<file path="src/rtl/running_mean_sched_pkg.sv">
// Shared definitions for the running_mean scheduler: FSM state encoding,
// channel-ID width helper and default timing constants.
package rmean_pkg;

  typedef enum logic [2:0] {
    S_IDLE   = 3'd0,
    S_STREAM = 3'd1,
    S_DRAIN  = 3'd2,
    S_RESULT = 3'd3,
    S_CLEAR  = 3'd4
  } rmean_sched_state_t;

  localparam int RMEAN_CLEAR_CYCLES_DEF  = 2;
  localparam int RMEAN_DRAIN_TIMEOUT_DEF = 32;

  // Width of a channel index; never narrower than one bit.
  function automatic int ch_id_width(input int num_ch);
    return (num_ch <= 2) ? 1 : $clog2(num_ch);
  endfunction

endpackage

</file>
<file path="src/rtl/running_mean_sched_rr_arbiter.sv">
// Combinational round-robin arbiter: grants the first requester at or after
// the pointer, wrapping from NUM_CH-1 back to 0.
module rr_arbiter
  import rmean_pkg::*;
#(
  parameter int  NUM_CH = 4,
  localparam int CH_W   = ch_id_width(NUM_CH)
) (
  input  logic [NUM_CH-1:0] req_i,
  input  logic [CH_W-1:0]   ptr_i,
  output logic [NUM_CH-1:0] gnt_o,
  output logic [CH_W-1:0]   gnt_idx_o
);

  // Scan upward from the pointer and keep the first active request.
  always_comb begin
    int          j;
    logic [CH_W-1:0] idx;
    logic        found;
    gnt_o     = '0;
    gnt_idx_o = '0;
    found     = 1'b0;
    j         = 0;
    idx       = '0;
    for (int k = 0; k < NUM_CH; k++) begin
      j = int'(ptr_i) + k;
      if (j >= NUM_CH) j = j - NUM_CH;
      idx = CH_W'(j);
      if (!found && req_i[idx]) begin
        found       = 1'b1;
        gnt_o[idx]  = 1'b1;
        gnt_idx_o   = idx;
      end
    end
  end

endmodule

</file>
<file path="src/rtl/running_mean_sched.sv">
// Time-multiplexes one shared running_mean unit among NUM_CH requesters.
// A granted channel streams exactly WINDOW_SIZE samples into the unit, the
// resulting mean is returned tagged with the channel, and the unit is then
// cleared before the next grant.
//
// Optional build macro RMEAN_SCHED_TIMEOUT_EN adds a res_err output and a
// DRAIN watchdog; without it DRAIN waits for the unit indefinitely.
//
// state    | meaning
// ---------+----------------------------------------------------------
// S_IDLE   | no owner; arbitrate among req_valid
// S_STREAM | owner streams samples, forwarded one cycle after handshake
// S_DRAIN  | window complete; wait for the unit's mean
// S_RESULT | hold res_valid/res_data/res_ch until res_ready
// S_CLEAR  | hold mu_clear_n low for CLEAR_CYCLES cycles
module running_mean_sched
  import rmean_pkg::*;
#(
  parameter int  DATA_WIDTH    = 16,
  parameter int  WINDOW_SIZE   = 8,
  parameter int  NUM_CH        = 4,
  parameter int  CLEAR_CYCLES  = RMEAN_CLEAR_CYCLES_DEF,
  parameter int  DRAIN_TIMEOUT = RMEAN_DRAIN_TIMEOUT_DEF,
  localparam int CH_W          = ch_id_width(NUM_CH)
) (
  input  logic                         clk,
  input  logic                         rst_n,
  input  logic [NUM_CH-1:0]            req_valid,
  input  logic [NUM_CH*DATA_WIDTH-1:0] req_data,
  output logic [NUM_CH-1:0]            req_ready,
  output logic [DATA_WIDTH-1:0]        mu_data_in,
  output logic                         mu_valid_in,
  input  logic [DATA_WIDTH-1:0]        mu_mean_out,
  input  logic                         mu_valid_out,
  output logic                         mu_clear_n,
  output logic                         res_valid,
  input  logic                         res_ready,
  output logic [DATA_WIDTH-1:0]        res_data,
  output logic [CH_W-1:0]              res_ch
`ifdef RMEAN_SCHED_TIMEOUT_EN
  ,
  output logic                         res_err
`endif
);

  localparam int CNT_W = $clog2(WINDOW_SIZE + 1);
  localparam int CLR_W = (CLEAR_CYCLES > 1) ? $clog2(CLEAR_CYCLES) : 1;

  rmean_sched_state_t state_q, state_d;
  logic [CH_W-1:0]       owner_q, owner_d;
  logic [CH_W-1:0]       ptr_q, ptr_d;
  logic [CNT_W-1:0]      cnt_q, cnt_d;
  logic [CLR_W-1:0]      clr_cnt_q, clr_cnt_d;
  logic [DATA_WIDTH-1:0] mu_data_q, mu_data_d;
  logic                  mu_valid_q, mu_valid_d;
  logic [DATA_WIDTH-1:0] res_data_q, res_data_d;
  logic [CH_W-1:0]       res_ch_q, res_ch_d;

`ifdef RMEAN_SCHED_TIMEOUT_EN
  localparam int TMO_W = (DRAIN_TIMEOUT > 1) ? $clog2(DRAIN_TIMEOUT) : 1;
  logic [TMO_W-1:0]      tmo_cnt_q, tmo_cnt_d;
  logic                  res_err_q, res_err_d;
`endif

  logic [NUM_CH-1:0]     gnt_oh;
  logic [CH_W-1:0]       gnt_idx;
  logic                  gnt_any;
  logic [DATA_WIDTH-1:0] own_data;
  logic                  own_valid;
  logic                  hs;

  rr_arbiter #(
    .NUM_CH (NUM_CH)
  ) u_arb (
    .req_i     (req_valid),
    .ptr_i     (ptr_q),
    .gnt_o     (gnt_oh),
    .gnt_idx_o (gnt_idx)
  );

  assign gnt_any = |gnt_oh;

  // Select the owner's request lane and drive its ready while streaming.
  always_comb begin
    own_data  = '0;
    own_valid = 1'b0;
    req_ready = '0;
    for (int i = 0; i < NUM_CH; i++) begin
      if (owner_q == CH_W'(i)) begin
        own_data  = req_data[i*DATA_WIDTH +: DATA_WIDTH];
        own_valid = req_valid[i];
        if (state_q == S_STREAM) req_ready[i] = 1'b1;
      end
    end
  end

  assign hs = (state_q == S_STREAM) && own_valid;

  // Next-state and datapath updates for the scheduler FSM.
  always_comb begin
    state_d    = state_q;
    owner_d    = owner_q;
    ptr_d      = ptr_q;
    cnt_d      = cnt_q;
    clr_cnt_d  = clr_cnt_q;
    mu_data_d  = mu_data_q;
    mu_valid_d = 1'b0;
    res_data_d = res_data_q;
    res_ch_d   = res_ch_q;
`ifdef RMEAN_SCHED_TIMEOUT_EN
    tmo_cnt_d  = tmo_cnt_q;
    res_err_d  = res_err_q;
`endif
    unique case (state_q)
      S_IDLE: begin
        if (gnt_any) begin
          owner_d = gnt_idx;
          cnt_d   = '0;
          state_d = S_STREAM;
        end
      end
      S_STREAM: begin
        if (hs) begin
          mu_data_d  = own_data;
          mu_valid_d = 1'b1;
          cnt_d      = cnt_q + 1'b1;
          if (cnt_q == CNT_W'(WINDOW_SIZE - 1)) begin
            state_d = S_DRAIN;
`ifdef RMEAN_SCHED_TIMEOUT_EN
            tmo_cnt_d = TMO_W'(DRAIN_TIMEOUT - 1);
`endif
          end
        end
      end
      S_DRAIN: begin
        if (mu_valid_out) begin
          res_data_d = mu_mean_out;
          res_ch_d   = owner_q;
          state_d    = S_RESULT;
`ifdef RMEAN_SCHED_TIMEOUT_EN
          res_err_d  = 1'b0;
`endif
        end
`ifdef RMEAN_SCHED_TIMEOUT_EN
        else if (tmo_cnt_q == '0) begin
          res_data_d = '0;
          res_ch_d   = owner_q;
          res_err_d  = 1'b1;
          state_d    = S_RESULT;
        end else begin
          tmo_cnt_d = tmo_cnt_q - 1'b1;
        end
`endif
      end
      S_RESULT: begin
        if (res_ready) begin
          state_d   = S_CLEAR;
          clr_cnt_d = CLR_W'(CLEAR_CYCLES - 1);
          ptr_d     = (owner_q == CH_W'(NUM_CH - 1)) ? '0 : owner_q + 1'b1;
        end
      end
      S_CLEAR: begin
        if (clr_cnt_q == '0) state_d = S_IDLE;
        else                 clr_cnt_d = clr_cnt_q - 1'b1;
      end
      default: state_d = S_IDLE;
    endcase
  end

  // State and datapath registers; reset aborts any burst in flight.
  always_ff @(posedge clk or negedge rst_n) begin
    if (!rst_n) begin
      state_q    <= S_IDLE;
      owner_q    <= '0;
      ptr_q      <= '0;
      cnt_q      <= '0;
      clr_cnt_q  <= '0;
      mu_data_q  <= '0;
      mu_valid_q <= 1'b0;
      res_data_q <= '0;
      res_ch_q   <= '0;
`ifdef RMEAN_SCHED_TIMEOUT_EN
      tmo_cnt_q  <= '0;
      res_err_q  <= 1'b0;
`endif
    end else begin
      state_q    <= state_d;
      owner_q    <= owner_d;
      ptr_q      <= ptr_d;
      cnt_q      <= cnt_d;
      clr_cnt_q  <= clr_cnt_d;
      mu_data_q  <= mu_data_d;
      mu_valid_q <= mu_valid_d;
      res_data_q <= res_data_d;
      res_ch_q   <= res_ch_d;
`ifdef RMEAN_SCHED_TIMEOUT_EN
      tmo_cnt_q  <= tmo_cnt_d;
      res_err_q  <= res_err_d;
`endif
    end
  end

  assign mu_data_in  = mu_data_q;
  assign mu_valid_in = mu_valid_q;
  assign mu_clear_n  = (state_q != S_CLEAR);
  assign res_valid   = (state_q == S_RESULT);
  assign res_data    = res_data_q;
  assign res_ch      = res_ch_q;
`ifdef RMEAN_SCHED_TIMEOUT_EN
  assign res_err     = res_err_q;
`endif

endmodule

</file>
<file path="config.mk">
export PLATFORM = sky130hd
export DESIGN_NAME = running_mean_sched
export DESIGN_NICKNAME = d
export VERILOG_FILES = /design/src/rtl/running_mean_sched_pkg.sv /design/src/rtl/running_mean_sched_rr_arbiter.sv /design/src/rtl/running_mean_sched.sv
export SDC_FILE = /design/constraint.sdc
export NUM_CORES = 1
export LEC_CHECK = 0
export ABC_AREA = 0
export CORE_AREA = 2 2 83 85
export CTS_CLUSTER_DIAMETER = 100
export DETAILED_ROUTE_END_ITERATION = 6
export DIE_AREA = 0 0 85 87
export HOLD_SLACK_MARGIN = 0.05
export PLACE_DENSITY = 0.84
export SYNTH_ARGS = -nofsm -noshare
export SYNTH_HDL_FRONTEND = slang
export SYNTH_SLANG_ARGS = --single-unit
</file>
<file path="constraint.sdc">
create_clock -name clk -period 4.75 [get_ports clk]
set_clock_uncertainty 0.15 [all_clocks]
set_input_delay 0.7125 -clock clk [delete_from_list [all_inputs] [get_ports clk]]
set_output_delay 0.7125 -clock clk [all_outputs]
set_load 0.02 [all_outputs]
</file>
---- Yosys cells after proc, flatten, opt, wreduce, memory -nomap -nowiden ----
Cells that the tools add are included.
storage, ports and cells
  input bits .............................. 88
  register bits after elaboration ......... 47
  output and inout bits ................... 41
cells by class
  eq/ne operators ......................... 15
  magnitude comparators ................... 12
  multiplexer cells ....................... 60
  reductions and logical operators ........ 23
  add/subtract/negate cells ............... 10
  bitwise logic cells ..................... 3
operators by type and width
  cell                                                                           number
  16-bit two-way mux                                                             4
  1-bit two-way mux                                                              24
  4-bit two-way mux                                                              6
  2-bit two-way mux                                                              9
  3-bit two-way mux                                                              6
  3-bit case mux with 5 select lines                                             1
  2-bit by 3-bit less-than comparator with 1-bit output (second input constant)  4
  4-bit bitwise OR                                                               3
  2-bit AND reduction                                                            5
  3-bit >= comparator (second input constant)                                    3
  1-bit binary-select mux with 2-bit select                                      4
  1-bit demux with 2-bit select                                                  4
  2-bit by 1-bit >= comparator with 1-bit output (second input constant)         4
  1-bit logical AND                                                              8
  2-bit inequality test (second input constant)                                  4
  4-bit case mux with 2 select lines                                             1
  2-bit by 1-bit subtractor with 2-bit output (second input constant)            4
  2-bit by 2-bit adder with 3-bit output (second input constant)                 2
  3-bit by 2-bit equality test with 1-bit output (second input constant)         2
  6-bit AND reduction                                                            1
  4-bit by 1-bit adder with 4-bit output (second input constant)                 1
  2-bit equality test (second input constant)                                    2
  4-bit by 3-bit equality test with 1-bit output (second input constant)         1
  2-bit by 1-bit inequality test with 1-bit output (second input constant)       2
  15 further kinds                                                               18

---- Logic depth before layout (Yosys ltp) ----
  depth after elaboration ................. 17
  gate-level depth with buffers ........... 9

---- Cells and area by module ----
A second synthesis with hierarchy kept.
second synthesis, totals
  cells, all modules ...................... 295
  area, all modules ....................... 2925.3 um^2
by module, submodules not included
  module              area each (um^2)  cells each  sequential area each (um^2)  times used
  running_mean_sched  2486.1            247         1176.1                       1
  rr_arbiter          439.2             48          0.0                          1

---- Worst setup path after synthesis ----
Ideal clock, no wire load.
  path kind ............................... register to output
  from .................................... register owner_q[0]
  to ...................................... output port req_ready[2]
  slack ................................... 2.413 ns
  stages on the path, launching flop included .. 6
  data required time ...................... 3.888 ns
  data arrival time ....................... 1.474 ns
  path buffers ............................ 1
  cell sequence ........................... dfrtp_1 > inv_1 > ha_1 > inv_2 > clkbuf_1 > nor3_1
on the way
  word-level cells in the longest chain between the ends .. 2
ends and longest elaborated chain
  element                 line                       RTL
  from (decl)             running_mean_sched.sv:50   logic [CH_W-1:0] owner_q, owner_d;
  from (signal assigned)  running_mean_sched.sv:188  owner_q <= owner_d;
  2-bit equality test     running_mean_sched.sv:89   if (owner_q == CH_W'(i)) begin
  1-bit two-way mux       running_mean_sched.sv:89
  to (decl)               running_mean_sched.sv:30   output logic [NUM_CH-1:0] req_ready,
No other way between the ends.

---- Worst setup path after layout ----
  from .................................... register owner_q[1]
  to ...................................... output port req_ready[1]
on the way
  word-level cells in the longest chain between the ends .. 2
ends and longest elaborated chain
  element                                         line
  2-bit by 1-bit equality test with 1-bit output  running_mean_sched.sv:89
  1-bit two-way mux                               running_mean_sched.sv:89
No other way between the ends.

==> results.cfg <==
[clocking]
cts_buffer_depth = 2
numCtsBuffers = 5
cts-htree-levels = 2
cts_tree = done
holdBufCountCts = 0
insertion_delay_ps = 290
cts.sinks = 47
clk_pin_slew_ps = 80
cts_root_buf = clkbuf_8
post_cts_buffers = 0
ctsResizeCount = 0

[logic_synthesis]
synth_compound_area_share_pct = 17.4
synthAdderAreaFrac_pct = 4.82
synth_cells = 293
synth_area_mm2 = 0.00286
synth_top_cell_by_area = dfrtp_1
ys_warn_count = 0
seq_area_frac_synth_pct = 41.2
synth_nets = 392
yosysUniqueCellTypes = 46
synth_top_family_by_area = simple AND/OR/NAND/NOR gates
synth_top_cells_by_area = dfrtp_1, mux2_1, nand2_1
syn_area_per_cell_um2 = 9.74
synth-simple-area-share_pct = 18.5
ys_ff_latch = 47
synthFlopType = dfrtp_1
synthMuxAreaShare_pct = 13.1
synth_top_area_share_pct = 41.2
synth_xor_area_share_pct = 0.307
synth_edf_count = 0
async_flop_share_pct = 100

[routing]
via_count = 2584
via_per_inst = 5.26
initialDrtViolationCount = 130
drt-total-wl_mm = 7.22
drc = 0
ant_nets = 0
wl_per_cell_um = 14.7
drt_first_pass_iters = 4

[grt]
grt_max_degree = 48
antenna_found_initial = 0
grt_usage_pct = 19.7
grt_pass1_wl_mm = 11.7
grt_pass1_vias = 2483
grt_overflow = 0

[critical_path]
path_cells = inv_1 > ha_1 > and2_1 > clkdlybuf4s50_1
required_ps = 3890
path_max_fanout = 34
cpPeakStageDelay_ps = 780
critPathSlowestCell = ha_1
worstSetupEndpointType = output pin
critPathLaunchType = register
arrival_ps = 2450
path_class = register to output pin

[die]
die_x_um = 85
die-area_mm2 = 0.00740
io_pins = 129
design.core.area_mm2 = 0.00657
rows = 30
initial_core_util_pct = 43.5
die_h_um = 87

[cells_and_area]
final_common_cell = clkdlybuf4s50_1
diodes = 0
instances_no_fill = 491
area_growth_pct = 49.6
n_fill_cell = 551
final_cell_mix = clkdlybuf4s50_1, dfrtp_1, nand2_1
drive_gt1_share_pct = 7.06
final_nets = 509

[power]
peakVddDrop_v = 0.000336
p_leak_nw = 1.81
powerDensity_mw_per_mm2 = 596

[placed_design]
dp.cells = 483
gp_congestion = 0.821
io_buffers = 128
hpwl_mm = 5.69

[timing]
hold_viol = 0
rsz0062_at_grt = false
fin_tns_setup_ps = 0
fin_crit_ps = 3310
setup_viol = 0
worstMarginPinSlew_ps = 999
clock.fmax_mhz = 302
post-route-period-util_pct = 69.8
relSlewSlack_pct = 33.4
final_max_slew_viol_count = 0

[hold_path]
hold_class = register to register

[flow_run]
max_cap_violations = 0

[run_status]
status = complete, no violations
==> final timing paths <==
| path | depth (start not counted) | end | slack (ps) | from |
|---|---|---|---|---|
| worst max-delay path | 4 | req_ready[1] | 1440 | owner_q[1]$_DFFE_PN0P_ |
| worst max register to register | 8 | cnt_q[3]$_DFFE_PN0P_ | 1820 | owner_q[1]$_DFFE_PN0P_ |
| max in group asynchronous | 1 | res_data[4]$_DFFE_PN0P_ | 3390 | rst_n |
| worst min register to register | 1 | res_data[1]$_DFFE_PN0P_ | 330 | res_data[1]$_DFFE_PN0P_ |
| min in group asynchronous | 1 | mu_data_in[8]$_DFFE_PN0P_ | 430 | rst_n |
| worst min-delay path | 1 | res_data[1]$_DFFE_PN0P_ | 330 | res_data[1]$_DFFE_PN0P_ |
==> cell usage after synthesis, types with 3 or more instances <==
library cell	number
dfrtp_1	47
nand2_1	42
nor2_1	22
mux2_1	19
a21oi_1	18
nand3b_1	16
o21ai_1	16
a311oi_1	14
clkbuf_1	14
ha_1	11
inv_1	7
and2_1	5
buf_2	4
mux2i_1	4
mux4_2	4
o21ai_0	4
nand3_1	3
nor2b_1	3
nor3_1	3
nor4_1	3
==> flip-flops by register name (all words and copies together), names as in the netlist <==
signal,count
ptr_q,2
res_data,16
mu_valid_in,1
state_q,3
cnt_q,4
clr_cnt_q,1
res_ch,2
owner_q,2
mu_data_in,16
==> worst max-delay path, delay by kind of cell, from the launching register on <==
family	cells	cell delay, ps
adders and majority gates	1	780
buffers and inverters	2	700
DFF	1	440
and+or+nand+nor	1	240
==> stage by stage <==
step	worst slack [ps]	util, %	instance area (um2)	total power (W)	hold slack (ps)
finish	1440	65.0	4270	0.00255	334
detailed placement	1780	63.3	4160	0.00228	324
CTS	1430	65.0	4270	0.00258	345
global route	1280	65.0	4270	0.00275	360
global placement	1810	63.3	4160	0.00223	310
floorplan	2410	-	2860	0.00173	267
==> layout make-up <==
type | count | area (um2) | share of cell area, %
clock buffers | 5 | 68.8 | 1.61
clock inverters | 3 | 43.8 | 1.02
inverters | 9 | 33.8 | 0.791
multi-input cells | 216 | 1550 | 36.3
flip-flops and latches | 47 | 1180 | 27.5
well taps | 80 | 100 | 2.34
repair buffers | 131 | 1300 | 30.4
==> kinds of logic (layout without fill, tap and decap cells) <==
family / count (synthesis) / in the layout
AO/OA/AOI/OAI: 70 / 70
XOR/XNOR: 1 / 1
adder cells (fa/ha/maj): 11 / 11
buffers and inverters: 30 / 148
flip-flops: 47 / 47
multiplexers: 29 / 29
AND/OR/NAND/NOR: 105 / 105
==> report_power, final <==
group	internal, W	switching, W	total (W)
registers	0.000567	0.000128	0.000696
logic	0.000731	0.000832	0.00156
clock network	0.000157	0.000130	0.000287
total	0.00146	0.00109	0.00255
==> metal layers <==
metal	up-vias	GRT usage [%]	share of wire, %
met3	12	2.94	6.4
met2	101	32.2	48
met4	0	8.23	2.2
met5	-	0	0
li1	1283	-	-
met1	1188	26.3	44
Note: power is estimated with default switching activity, not from simulation.
